**src/rtl/ldm_stm_sequencer.sv**
```systemverilog
// ldm_stm_sequencer: LDM/STM multi-register transfer engine.
// Walks a 16-bit register list lowest index first, one register per memory
// handshake, then optionally writes back the updated base register.
//
// state  | meaning
// IDLE   | waiting for start; all outputs quiet
// XFER   | one memory beat per accepted handshake
// WB     | single-cycle base register writeback
// DONE   | one-cycle completion pulse, still busy
module ldm_stm_sequencer #(
  parameter int ADDR_W = 32,
  parameter int DATA_W = 32
) (
  input  logic              clock,
  input  logic              reset,
  input  logic              start,
  input  logic [15:0]       reg_list,
  input  logic [ADDR_W-1:0] base_addr,
  input  logic [3:0]        base_reg,
  input  logic [1:0]        mode,
  input  logic              is_load,
  input  logic              wb_en,
  output logic              busy,
  output logic              done,
  output logic              mem_req,
  input  logic              mem_ready,
  output logic [ADDR_W-1:0] mem_addr,
  output logic              mem_we,
  output logic [DATA_W-1:0] mem_wdata,
  input  logic [DATA_W-1:0] mem_rdata,
  output logic [3:0]        rf_read_num,
  input  logic [DATA_W-1:0] rf_read_data,
  output logic              rf_write_en,
  output logic [3:0]        rf_write_num,
  output logic [DATA_W-1:0] rf_write_data
);

  localparam logic [1:0] S_IDLE = 2'd0;
  localparam logic [1:0] S_XFER = 2'd1;
  localparam logic [1:0] S_WB   = 2'd2;
  localparam logic [1:0] S_DONE = 2'd3;

  localparam logic [ADDR_W-1:0] WORD = ADDR_W'(4);

  logic [1:0]        state;
  logic [15:0]       mask_q;
  logic [15:0]       list_q;
  logic [ADDR_W-1:0] addr_q;
  logic [ADDR_W-1:0] final_q;
  logic [3:0]        base_reg_q;
  logic              is_load_q;
  logic              wb_en_q;

  logic [4:0]        n;
  logic [ADDR_W-1:0] span;
  logic [ADDR_W-1:0] start_addr;
  logic [ADDR_W-1:0] final_addr;
  logic [3:0]        cur;
  logic              found;
  logic [15:0]       mask_next;
  logic              hs;
  logic              take_wb;

  // Register count and the address window it spans, from the live inputs.
  always_comb begin
    n = '0;
    for (int i = 0; i < 16; i++) n = n + 5'(reg_list[i]);
    span = ADDR_W'({n, 2'b00});
    // Lowest register always lands at the lowest address, so decrementing
    // modes start at the bottom of the window and still count upward.
    case (mode)
      2'b00:   start_addr = base_addr - span + WORD;
      2'b01:   start_addr = base_addr;
      2'b10:   start_addr = base_addr - span;
      default: start_addr = base_addr + WORD;
    endcase
    final_addr = mode[0] ? (base_addr + span) : (base_addr - span);
  end

  // Lowest set bit of the remaining mask is the register for this beat.
  always_comb begin
    cur   = '0;
    found = 1'b0;
    for (int i = 0; i < 16; i++) begin
      if (mask_q[i] && !found) begin
        cur   = 4'(i);
        found = 1'b1;
      end
    end
  end

  assign hs        = (state == S_XFER) && mem_ready;
  assign mask_next = mask_q & ~(16'h0001 << cur);
  // A load that includes the base register keeps the loaded value.
  assign take_wb   = wb_en_q && !(is_load_q && list_q[base_reg_q]);

  // Output decode; everything idles at zero outside the active states.
  always_comb begin
    busy          = (state != S_IDLE);
    done          = (state == S_DONE);
    mem_req       = (state == S_XFER);
    mem_addr      = mem_req ? addr_q : '0;
    mem_we        = mem_req && !is_load_q;
    mem_wdata     = rf_read_data;
    rf_read_num   = mem_req ? cur : '0;
    rf_write_en   = 1'b0;
    rf_write_num  = '0;
    rf_write_data = '0;
    if (hs && is_load_q) begin
      rf_write_en   = 1'b1;
      rf_write_num  = cur;
      rf_write_data = mem_rdata;
    end else if (state == S_WB) begin
      rf_write_en   = 1'b1;
      rf_write_num  = base_reg_q;
      rf_write_data = DATA_W'(final_q);
    end
  end

  // Sequencer state, latched operands and beat address.
  always_ff @(posedge clock) begin
    if (reset) begin
      state      <= S_IDLE;
      mask_q     <= '0;
      list_q     <= '0;
      addr_q     <= '0;
      final_q    <= '0;
      base_reg_q <= '0;
      is_load_q  <= 1'b0;
      wb_en_q    <= 1'b0;
    end else begin
      case (state)
        S_IDLE: begin
          if (start) begin
            mask_q     <= reg_list;
            list_q     <= reg_list;
            addr_q     <= start_addr;
            final_q    <= final_addr;
            base_reg_q <= base_reg;
            is_load_q  <= is_load;
            wb_en_q    <= wb_en;
            state      <= (n != '0) ? S_XFER : S_DONE;
          end
        end
        S_XFER: begin
          if (mem_ready) begin
            mask_q <= mask_next;
            addr_q <= addr_q + WORD;
            if (mask_next == '0) state <= take_wb ? S_WB : S_DONE;
          end
        end
        S_WB:    state <= S_DONE;
        default: state <= S_IDLE;
      endcase
    end
  end

endmodule

```
**config.mk**
```make
export PLATFORM = sky130hd
export DESIGN_NAME = ldm_stm_sequencer
export DESIGN_NICKNAME = d
export VERILOG_FILES = /design/src/rtl/ldm_stm_sequencer.sv
export SDC_FILE = /design/constraint.sdc
export NUM_CORES = 1
export LEC_CHECK = 0
export CAP_MARGIN = 20
export CELL_PAD_IN_SITES_DETAIL_PLACEMENT = 0
export CELL_PAD_IN_SITES_GLOBAL_PLACEMENT = 1
export CORE_UTILIZATION = 36
export CTS_CLUSTER_SIZE = 25
export DETAILED_ROUTE_END_ITERATION = 7
export GPL_TIMING_DRIVEN = 0
export HOLD_SLACK_MARGIN = 0.02
export PLACE_DENSITY_LB_ADDON = 0.05
export SYNTH_ARGS = -nofsm -noshare
export SYNTH_HDL_FRONTEND = slang
export SYNTH_SLANG_ARGS = --single-unit
```
**constraint.sdc**
```tcl
create_clock -name clock -period 7.41 [get_ports clock]
set_clock_uncertainty 0.2 [all_clocks]
set_input_delay 0.741 -clock clock [delete_from_list [all_inputs] [get_ports clock]]
set_output_delay 0.741 -clock clock [all_outputs]
set_load 0.05 [all_outputs]
```
==> results by group <==
Place
  – Hpwl dp: 34470 um
  – I/O Buffers: 187
  – RePlAce Congestion: 0.9293

Worst setup path
  – Crit start category: primary input
  – Crit Path Class: in -> reg
  – Worst path required time: ~7.5 ns
  – WP data arrival: 7.18 ns
  – Worst Path Max Fanout: 6
  – FF-to-FF path depth: 8
  – Crit. End Element: flop
  – CP max stage cell: fa_1
  – CP most frequent cell: fa_1
  – Largest stage delay, worst path: 0.55 ns
  – Critical path cell sequence: dlygate4sd2_1, inv_1, fa_1, fa_1, fa_2, fa_1, inv_1, ha_1, inv_1, fa_2, fa_1, nor2b_1, o21a_2, buf_4, nor4_4, nand4_1, o2bb2a_4, or3b_4, nand2b_4, or4_1, o211ai_1

Clocking
  – Worst-path clk slew: 0.08 ns
  – CTS hold repair buffers: 0
  – CTS Sinks: 104
  – Worst skew pair latency: ~0.37 ns
  – H-tree Lvls: 3
  – Root buffer cell: clkbuf_16
  – Max Root-Sink Buffers: 2
  – CTS tree: built
  – TritonCTS Buffers: 9

Cells and area
  – Ant. Diodes: 0
  – Register Area: 2082 sq um
  – Area of the multi-input gates: 7333 sq um
  – Syn-to-layout area delta: 29.68%
  – Layout net count: 1875
  – Share of layout cells above drive strength 1: 0.07795
  – Filler cells: about 3000

Yosys
  – Number of flops mapped to enable cells by yosys: 0
  – Yosys top cell area share: 0.2058
  – Average size of a mapped cell: 6.728 sq um
  – Yosys top cell by area: dfxtp_1
  – Ys Warns: 0
  – Register bit count reported by yosys: 104
  – Post-synth top cells: nand2_1, a21oi_1, nor2_1, dfxtp_1, clkbuf_1
  – Gate Count Post-Synth: 1504
  – Netlist Area Pre-Place: a little over 10000 sq um
  – Synth area leaders: dfxtp_1, nand2_1, a21oi_1
  – Mapped Nets: between 1500 and 2000
  – Sequential-to-total area share from yosys stat: 0.2058
  – Count leader, synth: nand2_1
  – Ys flop type: dfxtp_1
  – Netlist cell types: 84
  – Async set-reset flop share out of synthesis: 0

Die
  – Die Width: about 170 um
  – Die area: 28780 sq um
  – I/O Pins: roughly 230
  – # rows: 61
  – Chip height: 169.7 um
  – Initial core utilization: 0.3652
  – Core area: between 20000 and 30000 sq um

Timing
  – RSZ-0062 raised after global routing: false
  – Slew Limit Fails: 0
  – Hold_ws: 0.2536 ns
  – Fmax: approximately 140 MHz
  – Min cycle time layout: 7.080 ns
  – Setup TNS: 0 ns
  – Final period util: 0.9555
  – Final hold violations: 0
  – Tightest Pin Transition: ~0.92 ns
  – Final setup vio count: 0
  – Slew HR: 0.3832

Global route
  – Tot GR Track Use: 0.3011
  – Vias in the first global route: approximately 11000
  – Aggregate global routing overflow: 0
  – Initial antenna violation count: 0
  – First-pass GRT wire length: around 66000 um
  – Largest net degree at the start of global routing: 20

Hold path
  – Hold WC Path Type: reg -> reg
  – WHS Path Cells: 2

Detailed routing
  – DRT antenna net count: 0
  – Starting DRT DRC Count: roughly 1100
  – DRC: 0
  – Vias/cell: 5.723
  – DRT Wirelength: roughly 44000 um
  – Drt pass-1 iters: 5
  – Avg WL per Cell: between 20 and 25 um
  – Vias: 12001

Power
  – Sequential Power Share: 0.194
  – PD cells: about 330 nW/um^2
  – Total power: between 4 and 5 mW
  – Comb pwr share: 0.686
  – Switching pwr: 2.331 mW
  – Cell-internal power: 1.968 mW
  – VDD IR-drop max: 0.0001814 V
  – Clock share of power: 0.120
  – Leakage power: 4.836 nW
  – Switching Share: 0.5422

Job
  – Max Cap Viol: 0

Run status
  – Status: completed
==> layout make-up <==
class                           instances  share of cell area
Buffer                                143             0.05340
Clock buffer                           10             0.01821
Clock inverter                          6            0.004577
Inverter                               64             0.01831
Multi-Input combinational cell       1191              0.5589
Sequential cell                       104              0.1587
Tap cell                              378             0.03604
Timing Repair Buffer                  201              0.1519
==> cell families (layout without fill, tap and decap cells) <==
| kind of cell | count (synthesis) | count (layout) | synth area share |
|---|---|---|---|
| adders and majority gates | 40 | 40 | 0.05775 |
| DFF | 104 | 104 | 0.2058 |
| xor gates and xnor gates | 73 | 73 | 0.06319 |
| AOI/OAI and AO/OA | 361 | 361 | 0.2248 |
| and+or+nand+nor | 700 | 700 | 0.3328 |
| muxes | 17 | 17 | 0.02300 |
| buffers and inverters | 209 | 424 | 0.09274 |
==> metal layers <==
| layer | track usage | vias up | share of wire |
|---|---|---|---|
| li1 | - | 5680 | - |
| met2 | 0.5205 | 467 | 0.48 |
| met3 | 0.02845 | 73 | 0.059 |
| met4 | 0.09440 | 0 | 0.026 |
| met5 | 0 | - | 0 |
| met1 | 0.3923 | 5781 | 0.43 |
==> power groups by stage <==
stage / logic (mW) / clock network, mW / registers [mW]
after global routing: 3.19 / 0.535 / 0.854
after floorplan: 1.86 / 0 / 0.798
after CTS: 2.86 / 0.519 / 0.831
after detailed placement: 2.71 / 0 / 0.843
after global placement: 2.70 / 0 / 0.843
final: 2.95 / 0.516 / 0.834
==> worst paths after layout <==
check / start / end / slack (ns)
min: final_q[16] / final_q[16] / 0.25
min reg2reg: final_q[16] / final_q[16] / 0.25
max reg2reg: state[1] / addr_q[13] / 3.81
max: reg_list[1] / addr_q[30] / 0.33
==> registers in the layout, indices dropped and copies added, names as in the netlist <==
signal / flops
addr_q: 32
list_q: 16
mask_q: 16
state: 2
base_reg_q: 4
final_q: 32
is_load_q: 1
wb_en_q: 1
==> through the flow <==
stage               instance area (sq um)  utilization  setup WS (ns)  instances
detailed placement                  12470       0.4501         -1.069       2070
finish                              13120       0.4736         0.3299       2097
CTS                                 12960       0.4677      -0.008527       2090
global placement                    12460       0.4498         -1.076       2069
floorplan                           10120            -         0.6086       1504
global route                        13120       0.4736         0.1195       2097
==> critical path, delay by kind of cell <==
kind / cells / cell delay [ns]
AO/OA/AOI/OAI: 3 / 0.66
adder cells (fa/ha/maj): 7 / 3.18
buffers and inverters: 5 / 0.70
AND/OR/NAND/NOR: 6 / 1.88
==> placed cells by master (no fill, tap or decap), drive strengths merged, types with 10 or more instances in the layout <==
cell type | synthesis | layout
nand2 | 282 | 282
dfxtp | 104 | 104
buf | 56 | 70
o31ai | 10 | 10
nand3 | 76 | 76
o21ai | 69 | 69
a22oi | 23 | 23
fa | 12 | 12
xnor2 | 45 | 45
nand4 | 21 | 21
ha | 25 | 25
nand2b | 15 | 15
or4 | 10 | 10
nor2 | 110 | 110
and2 | 38 | 38
a31oi | 19 | 19
a21oi | 132 | 132
and3 | 13 | 13
mux2i | 12 | 12
nor4 | 29 | 29
clkbuf | 88 | 96
a21o | 11 | 11
a211oi | 13 | 13
or3 | 19 | 19
xor2 | 28 | 28
o22ai | 14 | 14
clkdlybuf4s50 | 0 | 178
inv | 62 | 65
nor3 | 56 | 56
==> timing repair <==
| action | in CTS | in global routing |
|---|---|---|
| gates resized for setup | 31 | 30 |
| buffers inserted | 6 | 6 |
| pin swaps | 5 | 6 |
| endpoints found under the setup margin | 26 | 21 |
No activity file was read; power rests on OpenSTA's default activity.
